===== src/rtl/fetch_unit.sv =====
// Instruction-fetch front end: req/ack fetch into a DEPTH-entry prefetch queue feeding decode.
// Optional build macro FETCH_PERF_EN adds fetch/flush event counters.
module fetch_unit #(
    parameter int               XLEN     = 32,
    parameter int               DEPTH    = 4,
    parameter logic [XLEN-1:0]  RESET_PC = {XLEN{1'b0}}
) (
    input  logic            clk,
    input  logic            rst,
    input  logic            i_jp_en,
    input  logic [XLEN-1:0] i_jp_addr,
    output logic            o_imem_req,
    output logic [XLEN-1:0] o_imem_addr,
    input  logic            i_imem_ack,
    input  logic [XLEN-1:0] i_imem_data,
    output logic            o_valid,
    output logic [XLEN-1:0] o_inst,
    output logic [XLEN-1:0] o_pc,
    input  logic            i_ready
`ifdef FETCH_PERF_EN
    ,
    output logic [31:0]     o_fetch_cnt,
    output logic [31:0]     o_flush_cnt
`endif
);

    localparam int PW = $clog2(DEPTH);
    localparam int CW = PW + 1;
    localparam logic [CW-1:0]   DEPTH_C   = CW'(DEPTH);
    localparam logic [CW-1:0]   CNT_ONE   = {{(CW-1){1'b0}}, 1'b1};
    localparam logic [PW-1:0]   PTR_ONE   = {{(PW-1){1'b0}}, 1'b1};
    localparam logic [XLEN-1:0] WORD_STEP = {{(XLEN-3){1'b0}}, 3'd4};
    localparam logic [XLEN-1:0] WORD_MASK = ~{{(XLEN-2){1'b0}}, 2'b11};

    typedef enum logic [1:0] {
        ST_IDLE  = 2'd0,
        ST_WAIT  = 2'd1,
        ST_DRAIN = 2'd2
    } state_t;

    function automatic logic [XLEN-1:0] align_word(input logic [XLEN-1:0] addr);
        return addr & WORD_MASK;
    endfunction

    state_t          state_r, state_s;
    logic [XLEN-1:0] fetch_pc_r, fetch_pc_s;
    logic            req_r, req_s;
    logic [XLEN-1:0] addr_r, addr_s;
    logic [CW-1:0]   count_r;
    logic [PW-1:0]   wr_ptr_r, rd_ptr_r;
    logic [XLEN-1:0] pc_mem_r   [DEPTH];
    logic [XLEN-1:0] inst_mem_r [DEPTH];

    logic            push_s;
    logic            pop_s;
    logic [CW-1:0]   count_push_s;
    logic [XLEN-1:0] target_s;
    logic [XLEN-1:0] next_pc_s;

    assign pop_s        = o_valid & i_ready & ~i_jp_en;
    assign count_push_s = count_r + CNT_ONE - (pop_s ? CNT_ONE : {CW{1'b0}});
    assign target_s     = align_word(i_jp_addr);
    assign next_pc_s    = fetch_pc_r + WORD_STEP;

    assign o_imem_req  = req_r;
    assign o_imem_addr = addr_r;
    assign o_valid     = (count_r != {CW{1'b0}});
    assign o_inst      = inst_mem_r[rd_ptr_r];
    assign o_pc        = pc_mem_r[rd_ptr_r];

    // Fetch FSM next-state: issue, back-to-back streaming, redirect and drain handling.
    always_comb begin
        state_s    = state_r;
        fetch_pc_s = fetch_pc_r;
        req_s      = req_r;
        addr_s     = addr_r;
        push_s     = 1'b0;
        case (state_r)
            ST_IDLE: begin
                if (i_jp_en) begin
                    fetch_pc_s = target_s;
                end else if (count_r < DEPTH_C) begin
                    state_s = ST_WAIT;
                    req_s   = 1'b1;
                    addr_s  = fetch_pc_r;
                end else begin
                    state_s = ST_IDLE;
                end
            end
            ST_WAIT: begin
                if (i_jp_en) begin
                    fetch_pc_s = target_s;
                    if (i_imem_ack) begin
                        state_s = ST_IDLE;
                        req_s   = 1'b0;
                    end else begin
                        state_s = ST_DRAIN;
                    end
                end else if (i_imem_ack) begin
                    push_s     = 1'b1;
                    fetch_pc_s = next_pc_s;
                    if (count_push_s < DEPTH_C) begin
                        addr_s = next_pc_s;
                    end else begin
                        state_s = ST_IDLE;
                        req_s   = 1'b0;
                    end
                end else begin
                    state_s = ST_WAIT;
                end
            end
            ST_DRAIN: begin
                if (i_jp_en) begin
                    fetch_pc_s = target_s;
                end else begin
                    fetch_pc_s = fetch_pc_r;
                end
                // The in-flight word belongs to the abandoned path: ack just frees the bus.
                if (i_imem_ack) begin
                    state_s = ST_IDLE;
                    req_s   = 1'b0;
                end else begin
                    state_s = ST_DRAIN;
                end
            end
            default: begin
                state_s = ST_IDLE;
                req_s   = 1'b0;
            end
        endcase
    end

    // Fetch FSM and bus-request registers.
    always_ff @(posedge clk or negedge rst) begin
        if (!rst) begin
            state_r    <= ST_IDLE;
            fetch_pc_r <= RESET_PC;
            req_r      <= 1'b0;
            addr_r     <= RESET_PC;
        end else begin
            state_r    <= state_s;
            fetch_pc_r <= fetch_pc_s;
            req_r      <= req_s;
            addr_r     <= addr_s;
        end
    end

    // Prefetch queue: circular buffer, cleared wholesale on redirect.
    always_ff @(posedge clk or negedge rst) begin
        if (!rst) begin
            count_r  <= {CW{1'b0}};
            wr_ptr_r <= {PW{1'b0}};
            rd_ptr_r <= {PW{1'b0}};
            for (int i = 0; i < DEPTH; i++) begin
                pc_mem_r[i]   <= {XLEN{1'b0}};
                inst_mem_r[i] <= {XLEN{1'b0}};
            end
        end else if (i_jp_en) begin
            count_r  <= {CW{1'b0}};
            wr_ptr_r <= {PW{1'b0}};
            rd_ptr_r <= {PW{1'b0}};
        end else begin
            if (push_s) begin
                pc_mem_r[wr_ptr_r]   <= fetch_pc_r;
                inst_mem_r[wr_ptr_r] <= i_imem_data;
                wr_ptr_r             <= wr_ptr_r + PTR_ONE;
            end
            if (pop_s) begin
                rd_ptr_r <= rd_ptr_r + PTR_ONE;
            end
            case ({push_s, pop_s})
                2'b10:   count_r <= count_r + CNT_ONE;
                2'b01:   count_r <= count_r - CNT_ONE;
                default: count_r <= count_r;
            endcase
        end
    end

`ifdef FETCH_PERF_EN
    // Event counters: accepted pushes and redirect cycles, free-running with wrap.
    always_ff @(posedge clk or negedge rst) begin
        if (!rst) begin
            o_fetch_cnt <= 32'd0;
            o_flush_cnt <= 32'd0;
        end else begin
            o_fetch_cnt <= o_fetch_cnt + (push_s ? 32'd1 : 32'd0);
            o_flush_cnt <= o_flush_cnt + (i_jp_en ? 32'd1 : 32'd0);
        end
    end
`endif

endmodule


===== config.mk =====
export PLATFORM = sky130hd
export DESIGN_NAME = fetch_unit
export DESIGN_NICKNAME = d
export VERILOG_FILES = /design/src/rtl/fetch_unit.sv
export SDC_FILE = /design/constraint.sdc
export NUM_CORES = 1
export LEC_CHECK = 0
export CAP_MARGIN = 20
export CORE_ASPECT_RATIO = 1.75
export CORE_UTILIZATION = 57
export DETAILED_ROUTE_END_ITERATION = 8
export GPL_TIMING_DRIVEN = 0
export PLACE_DENSITY_LB_ADDON = 0.25
export SYNTH_ARGS = -nofsm -noshare
export SYNTH_HDL_FRONTEND = slang
export SYNTH_SLANG_ARGS = --single-unit

===== constraint.sdc =====
create_clock -name clk -period 6.7 [get_ports clk]
set_input_delay 1.34 -clock clk [delete_from_list [all_inputs] [get_ports clk]]
set_output_delay 1.34 -clock clk [all_outputs]
set_load 0.01 [all_outputs]

==> results.toml <==
[run_status]
status = "finished, violations left"
violations = "design-rule violations"

[logic_synthesis]
synthTopCellsByCount = "dfrtp_1, mux2_2, mux4_2"
synth-compound-area-share_pct = 4.31
yosysSeqAreaShare_pct = 52.8
synth-edff-count = 0
yosysWarnings = 0
synthSimpleGateAreaFrac_pct = 5.93
synthCells = 1086
synth.avg_cell_area_um2 = 13.9
synth_flop_cell = "dfrtp_1"
synth_top_area_share_pct = 52.8
synth_top_family_by_area = "multiplexers"
ys_ff_latch = 318
syn_area_mm2 = 0.0151
ys_types = 58
synth_largest_area_cell = "dfrtp_1"
synthMuxAreaShare_pct = 30.8
synth_xor_area_share_pct = 2.22
synth-async-reset-ratio_pct = 100
ys_top_cells_by_area = "dfrtp_1, mux2_2, mux4_2"
synth_adder_area_share_pct = 0.797
yosysMostFrequentCell = "dfrtp_1"

[grt]
grt_pass1_vias = 10600
grt_max_degree = 117
grt_usage_pct = 27.6
antenna_found_initial = 1
grt_pass1_wl_mm = 57.5
grt_overflow_total = 0

[layout]
regArea_mm2 = 0.00796
nFillCells = 1832
final_layout_size_suffix_gt1_share_pct = 31.3
syn2layout_area_growth_pct = 20.7
finalInstanceArea_mm2 = 0.0182
final_core_util_pct = 70.1
multi_input_area_mm2 = 0.00665
fin_nets = 1360

[power_and_ir_drop]
p_leak_nw = 8.00
peakVddDrop_mv = 0.369
powerDensity_mw_per_mm2 = 451

[cts]
cts_root_buf = "clkbuf_16"
cts_tree = "yes"
insertion_delay_ps = 570
max-clock-path-buffers = 3
cts-htree-levels = 1
ctsResizeCount = 0
post_cts_hold_buffer_count = 0
cts.sinks = 318
post_cts_buffers = 0
cts_made_buffers = 29
clk_pin_slew_worst_paths_ps = 60

[timing]
finalSetupViolCount = 0
finalCritPeriodShare_pct = 71.9
max_freq_ghz = 0.208
relSlewSlack_pct = 34.6
fin_crit_ps = 4820
tightest_slew_ps = 981
skew_ps = 23.1
rsz0062_at_grt = "false"
slew_viol_final = 0
finalHoldViolCount = 0

[routing]
ant_nets = 0
wl_per_cell_um = 22.1
drc = 22
vias_per_cell = 6.03
wirelength_mm = 35.9
drt-initial-drc-count = 655
first_pass_iters = 7
vias = 9793

[worst_setup_path]
crit_required_ps = 5360
critPathArrivalTime_ps = 3480
cp-start-kind = "register"
crit_path_max_fanout = 10
critical_path_class = "reg2out"
crit_path_end_kind = "output port"

[floorplanning]
initial_utilization_pct = 58.1
fp-row-count = 78
die_x_um = 125
dieArea_mm2 = 0.0271
fp.dieH_um = 217
core_area_mm2 = 0.0260
io_pins = 167

[placed_design]
port_buffers = 160
post_dp_cell_area_mm2 = 0.0171
gp_congestion = 0.960
hpwl_mm = 25.4

[job]
drv_cap = 0

[hold_path]
worstHoldPathType = "reg2reg"
state kept, by name (all words and copies together), names as in the netlist:
signal       count
count_r          3
fetch_pc_r      30
inst_mem_r     128
o_imem_addr     30
o_imem_req       1
pc_mem_r       120
rd_ptr_r         2
state_r          2
wr_ptr_r         2
report_power, final:
group          internal [W]  leakage [nW]  total, W  switching [W]
clock               0.00107         0.500   0.00180       0.000728
combinational       0.00197          3.42   0.00352        0.00155
sequential          0.00256          4.07   0.00289       0.000330
per-stage QoR:
step / std cells / TNS [ps] / hold WS [ps] / total power (W) / setup WS, ps
after global routing: 1625 / 0 / 493 / 0.00863 / 1670
after detailed placement: 1571 / 0 / 475 / 0.00645 / 2340
after CTS: 1623 / 0 / 491 / 0.00827 / 1740
after floorplan: 1089 / 0 / 459 / 0.00500 / 3530
after global placement: 1569 / -2899920 / 468 / 0.00636 / -9160
final: 1625 / 0 / 486 / 0.00821 / 1880
kinds of logic (layout without fill, tap and decap cells):
| kind of cell | Yosys count | count (layout) |
|---|---|---|
| other | 1 | 5 |
| muxes | 340 | 340 |
| adders and majority gates | 10 | 10 |
| xor gates and xnor gates | 36 | 36 |
| DFF | 318 | 318 |
| buffers and inverters | 105 | 320 |
| and+or+nand+nor | 173 | 173 |
| AOI/OAI and AO/OA | 103 | 103 |
cells in the final DEF (no fill, tap or decap), drive strengths merged, types with 9 or more instances in the layout:
master / n
a21oi: 36
buf: 40
clkbuf: 101
clkdlybuf4s50: 159
dfrtp: 318
inv: 10
mux2: 278
mux4: 62
nand2: 41
nand3: 20
nand4: 14
nor2: 38
nor3: 16
nor4: 9
o21ai: 19
or3: 11
xnor2: 21
xor2: 14
per-layer routing:
metal | track usage [%] | routed length [µm] | part of all wire, % | vias up
met5 | 0 | 0 | 0 | -
met2 | 51.0 | 19400 | 54 | 296
met3 | 4.74 | 2090 | 5.8 | 71
met1 | 31.4 | 13100 | 37 | 5045
li1 | - | - | - | 4381
met4 | 11.8 | 1330 | 3.7 | 0
final timing paths:
kind,start,slack [ps],to,cells after the start
hold reg to reg,pc_mem_r[36],490,pc_mem_r[36],1
setup reg to reg,count_r[0],3910,o_imem_addr[25],8
setup / recovery,rd_ptr_r[0],1880,o_pc[6],4
max in group asynchronous,rst,4830,inst_mem_r[64],2
hold / removal,pc_mem_r[36],490,pc_mem_r[36],1
min in group asynchronous,rst,800,inst_mem_r[54],1
worst max-delay path, stage by stage (launching register included):
cell             delay [ps]
dfrtp_1                 320
clkbuf_1                610
buf_1                   800
mux4_2                  670
clkdlybuf4s50_1         510
cell type report:
| type | count | share of cell area [%] |
|---|---|---|
| antenna | 1 | 0.0138 |
| multi-input combinational | 666 | 36.5 |
| tap | 320 | 2.20 |
| sequential | 318 | 43.8 |
| clock buffer | 40 | 4.44 |
| inverter | 8 | 0.165 |
| clock inverter | 12 | 1.21 |
| buffer | 97 | 2.46 |
| timing repair buffer | 163 | 9.22 |
No activity file was read; power rests on OpenSTA's default activity.
==> patch 1: new RTL, same flow settings <==
The parameter `DEPTH` goes from 4 to 2.
--- a/src/rtl/fetch_unit.sv
+++ b/src/rtl/fetch_unit.sv
@@ -3,5 +3,5 @@
 module fetch_unit #(
     parameter int               XLEN     = 32,
-    parameter int               DEPTH    = 4,
+    parameter int               DEPTH    = 2,
     parameter logic [XLEN-1:0]  RESET_PC = {XLEN{1'b0}}
 ) (
Formal check against the unedited RTL: not equivalent (Yosys sat finds a counterexample within 4 cycles, from zero or initial values and one cycle with rst low).
==> patch 1 against the unedited design <==
- area after synthesis decreased by 38%
- hold slack got worse by 0.012 ns
- design area decreased by 35%
- critical path type unchanged
- non-clock buffer count decreased by 31
- clock power decreased by 43%
- worst setup slack improved by 0.67 ns
- wire length decreased by 35%
- sequential share of layout area decreased by 3.3 points
- sequential cell count decreased by 127
- utilization increased by 4.1 points
- power decreased by 34%
- clock skew decreased by 0.011 ns
- global-route usage increased by 1.6 points
- synthesized cell count decreased by 26%
==> patch 1: results (changes against the unedited design) <==
run status = finished, final reports clean (was finished, violations left)
n_diodes = 0 (was 1)
Vias/cell = 5.94 (was 6.03)
crit path from = rd_ptr_r (was rd_ptr_r[0])
vias = 7,028 (was 9,793)
top cells by area, synth = dfrtp_1 (51%), mux2_2 (22%), o21ai_0 (2.8%), nand2_1 (2.4%), xor2_1 (1.8%) (was dfrtp_1 (53%), mux2_2 (17%), mux4_2 (9.3%), mux2_4 (2.9%), mux2_1 (1.5%))
P_int = 3.58 mW (was 5.60 mW)
biggest regs = inst_mem_r (64), pc_mem_r (60) (was inst_mem_r (128), pc_mem_r (120))
first-pass GRT wire length = 38.0 mm (was 57.5 mm)
Pleak = 4.97 nW (was 8.00 nW)
Pre-antenna DRT Iters = 5 (was 7)
fmax = 0.241 GHz (was 0.208 GHz)
layout cells sized above 1 = 26.4% (was 31.3%)
reg2reg path depth = 6 (was 8)
skew final = 0.0120 ns (was 0.0231 ns)
Longest Clk Path Bufs = 2 (was 3)
flop-to-flop setup slack = 4.07 ns (was 3.91 ns)
FF-to-FF End = o_imem_addr[24] (was o_imem_addr[25])
Mapped Cells = 799 (was 1,086)
HPWL Detailed = 16.9 mm (was 25.4 mm)
setup slack after placement = 2.88 ns (was 2.34 ns)
hold path endpoint = o_imem_addr[30] (was pc_mem_r[36])
antenna violations before repair = 0 (was 1)
Nets = 1,053 (was 1,360)
post-synth cell types = 56 (was 58)
Critical Path Sink = o_pc[19] (was o_pc[6])
[patch 1: cell types whose count changed in the layout (fill, tap and decap cells not counted), moves of 8 or more]
cell / unedited run / this run
dfrtp_1: 318 / 191
buf_1: 10 / 2
mux2_2: 229 / 185
mux4_2: 62 / 0
clkbuf_16: 29 / 17
mux2_1: 20 / 0
nand2_1: 41 / 59
o21ai_0: 19 / 53
clkbuf_1: 64 / 35
nor3_1: 16 / 6
mux2_4: 29 / 0
[patch 1: critical path, cell delays in order, from the launching register on]
cell and delay, ns:
dfrtp_1 0.33, clkbuf_1 0.44, clkbuf_1 0.67, mux2_2 0.45, clkdlybuf4s50_1 0.48
[patch 1: power by group through the flow]
stage          Sequential, mW  Combinational [mW]  Clock, mW
2_1_floorplan            1.95                1.35          0
3_3_place_gp             1.96                2.38          0
3_5_place_dp             1.99                2.42          0
4_1_cts                  1.97                2.44       1.04
5_1_grt                  2.04                2.61       1.08
6_report                 1.97                2.42       1.03
[patch 1: cell families after synthesis]
logic type                 synth area share, %
adders and majority gates                0.268
DFF                                       51.2
muxes                                     22.5
buffers and inverters                     4.13
xor gates and xnor gates                  3.19
and+or+nand+nor                           9.78
AOI/OAI and AO/OA                         8.91
other                                   0.0401
[patch 1: per-layer routing]
metal,share of wire (%),vias to the layer above,GRT usage [%]
li1,-,3212,-
met1,38,3470,33.5
met2,52,268,50.4
met3,5.9,78,6.46
met4,4.8,0,16.0
met5,0,-,0
[patch 1: cell type report]
class | instances | area [um^2]
Clock inverter | 14 | 175
Clock buffer | 18 | 429
Sequential cell | 191 | 4780
Fill cell | 1148 | 4130
Inverter | 9 | 33.8
Buffer | 68 | 352
Multi-Input combinational cell | 534 | 4190
Tap cell | 189 | 236
Timing Repair Buffer | 161 | 1630
==> patch 2: new RTL, same settings <==
Made on the original files. The 3 states of `state_t` get a one-hot encoding in 3 bits.
--- a/src/rtl/fetch_unit.sv
+++ b/src/rtl/fetch_unit.sv
@@ -33,8 +33,8 @@
     localparam logic [XLEN-1:0] WORD_MASK = ~{{(XLEN-2){1'b0}}, 2'b11};
 
-    typedef enum logic [1:0] {
-        ST_IDLE  = 2'd0,
-        ST_WAIT  = 2'd1,
-        ST_DRAIN = 2'd2
+    typedef enum logic [2:0] {
+        ST_IDLE  = 3'b001,
+        ST_WAIT  = 3'b010,
+        ST_DRAIN = 3'b100
     } state_t;
 
Check against the original RTL: same outputs for any inputs over 4 cycles, from zero or initial values and one cycle with rst low; so few cycles prove little.
==> patch 2 against the unedited design <==
- non-clock buffer count is the same
- sequential cell count grew 1
- worst setup slack better by 0.20 ns
- cell count up 1.4%
- clock skew decreased by 0.014 ns
- power decreased by 12%
- die area decreased by 1.0%
- synthesized cell count is 1.9% higher
- design area down 1.2%
- sequential share of layout area up 0.69 points
- hold slack got worse by 0.0073 ns
- area after synthesis decreased by 1.0%
- wire length down 0.57%
==> patch 2: results (changes against the unedited design) <==
Seq cells = 319 (was 318)
P_comb = 2.97 mW (was 3.52 mW)
buffering overhead = 11.8% (was 11.7%)
Final clock-cell share = 5.28% (was 5.65%)
P_int = 4.82 mW (was 5.60 mW)
CP max stage delay = 0.76 ns (was 0.80 ns)
HPWL Detailed = 25.4 mm (about the same)
#MultiIn Comb = 681 (was 666)
Nets = 1,383 (was 1,360)
Routed WL per cell = 21.7 um (was 22.1 um)
xor/xnor cell area share of the yosys netlist = 2.26% (was 2.22%)
clk pwr = 1.65 mW (was 1.80 mW)
multi-input combinational area share = 36.0% (was 36.5%)
post-synth cell types = 60 (was 58)
GR Layer Usage met3 = 3.89% (was 4.74%)
Max-slew headroom = 21.8% (was 34.6%)
post-synthesis compound-gate area fraction = 5.47% (was 4.31%)
met2 Use GR = 49.8% (was 51.0%)
CLK BUF = 49 (was 40)
WL met3 = 1.72 mm (was 2.09 mm)
post-synthesis sequential area ratio = 53.5% (was 52.8%)
top cells by area, synth = dfrtp_1 (53%), mux2_2 (20%), mux4_2 (9.4%), a21oi_1 (1.8%), xnor2_1 (1.6%) (was dfrtp_1 (53%), mux2_2 (17%), mux4_2 (9.3%), mux2_4 (2.9%), mux2_1 (1.5%))
fillers = 1,874 (was 1,832)
placer congestion estimate = 0.951 (was 0.960)
peak supply drop = 329 uV (was 369 uV)
Met2 Wirelength = 19.3 mm (was 19.4 mm)
period utilization = 69.0% (was 71.9%)
Total GRT Usage = 27.4% (was 27.6%)
Logic inverters = 15 (was 8)
Pleak = 7.97 nW (was 8.00 nW)
Initial DRC Count = 646 (was 655)
largest net degree at the start of global routing = 118 (was 117)
GRT met1 Usage = 31.4% (about the same)
antenna violations before repair = 0 (was 1)
setup slack after placement = 2.34 ns (about the same)
flop-to-flop setup slack = 3.80 ns (was 3.91 ns)
layout cells sized above 1 = 30.9% (was 31.3%)
run status = finished, final reports clean (was finished, violations left)
[patch 2: final timing paths]
check,from,endpoint,cells past startpoint
worst min-delay path,pc_mem_r[63],pc_mem_r[63],2
min in group asynchronous,rst,inst_mem_r[87],1
worst min register to register,pc_mem_r[63],pc_mem_r[63],2
worst max-delay path,rd_ptr_r[0],o_inst[3],4
max in group asynchronous,rst,o_imem_addr[25],2
worst max register to register,state_r[1],o_imem_addr[25],7
[patch 2: per-stage QoR]
| step | instances | setup TNS [ns] | area [um^2] | total power [mW] | util, % |
|---|---|---|---|---|---|
| detailed placement | 1592 | 0 | 17000 | 5.54 | 65.7 |
| CTS | 1645 | 0 | 17900 | 7.22 | 69.4 |
| global route | 1648 | 0 | 18000 | 7.55 | 69.5 |
| global placement | 1590 | -2916.02 | 16900 | 5.48 | 65.5 |
| finish | 1648 | 0 | 18000 | 7.19 | 69.5 |
| floorplan | 1110 | 0 | 14900 | 4.31 | - |
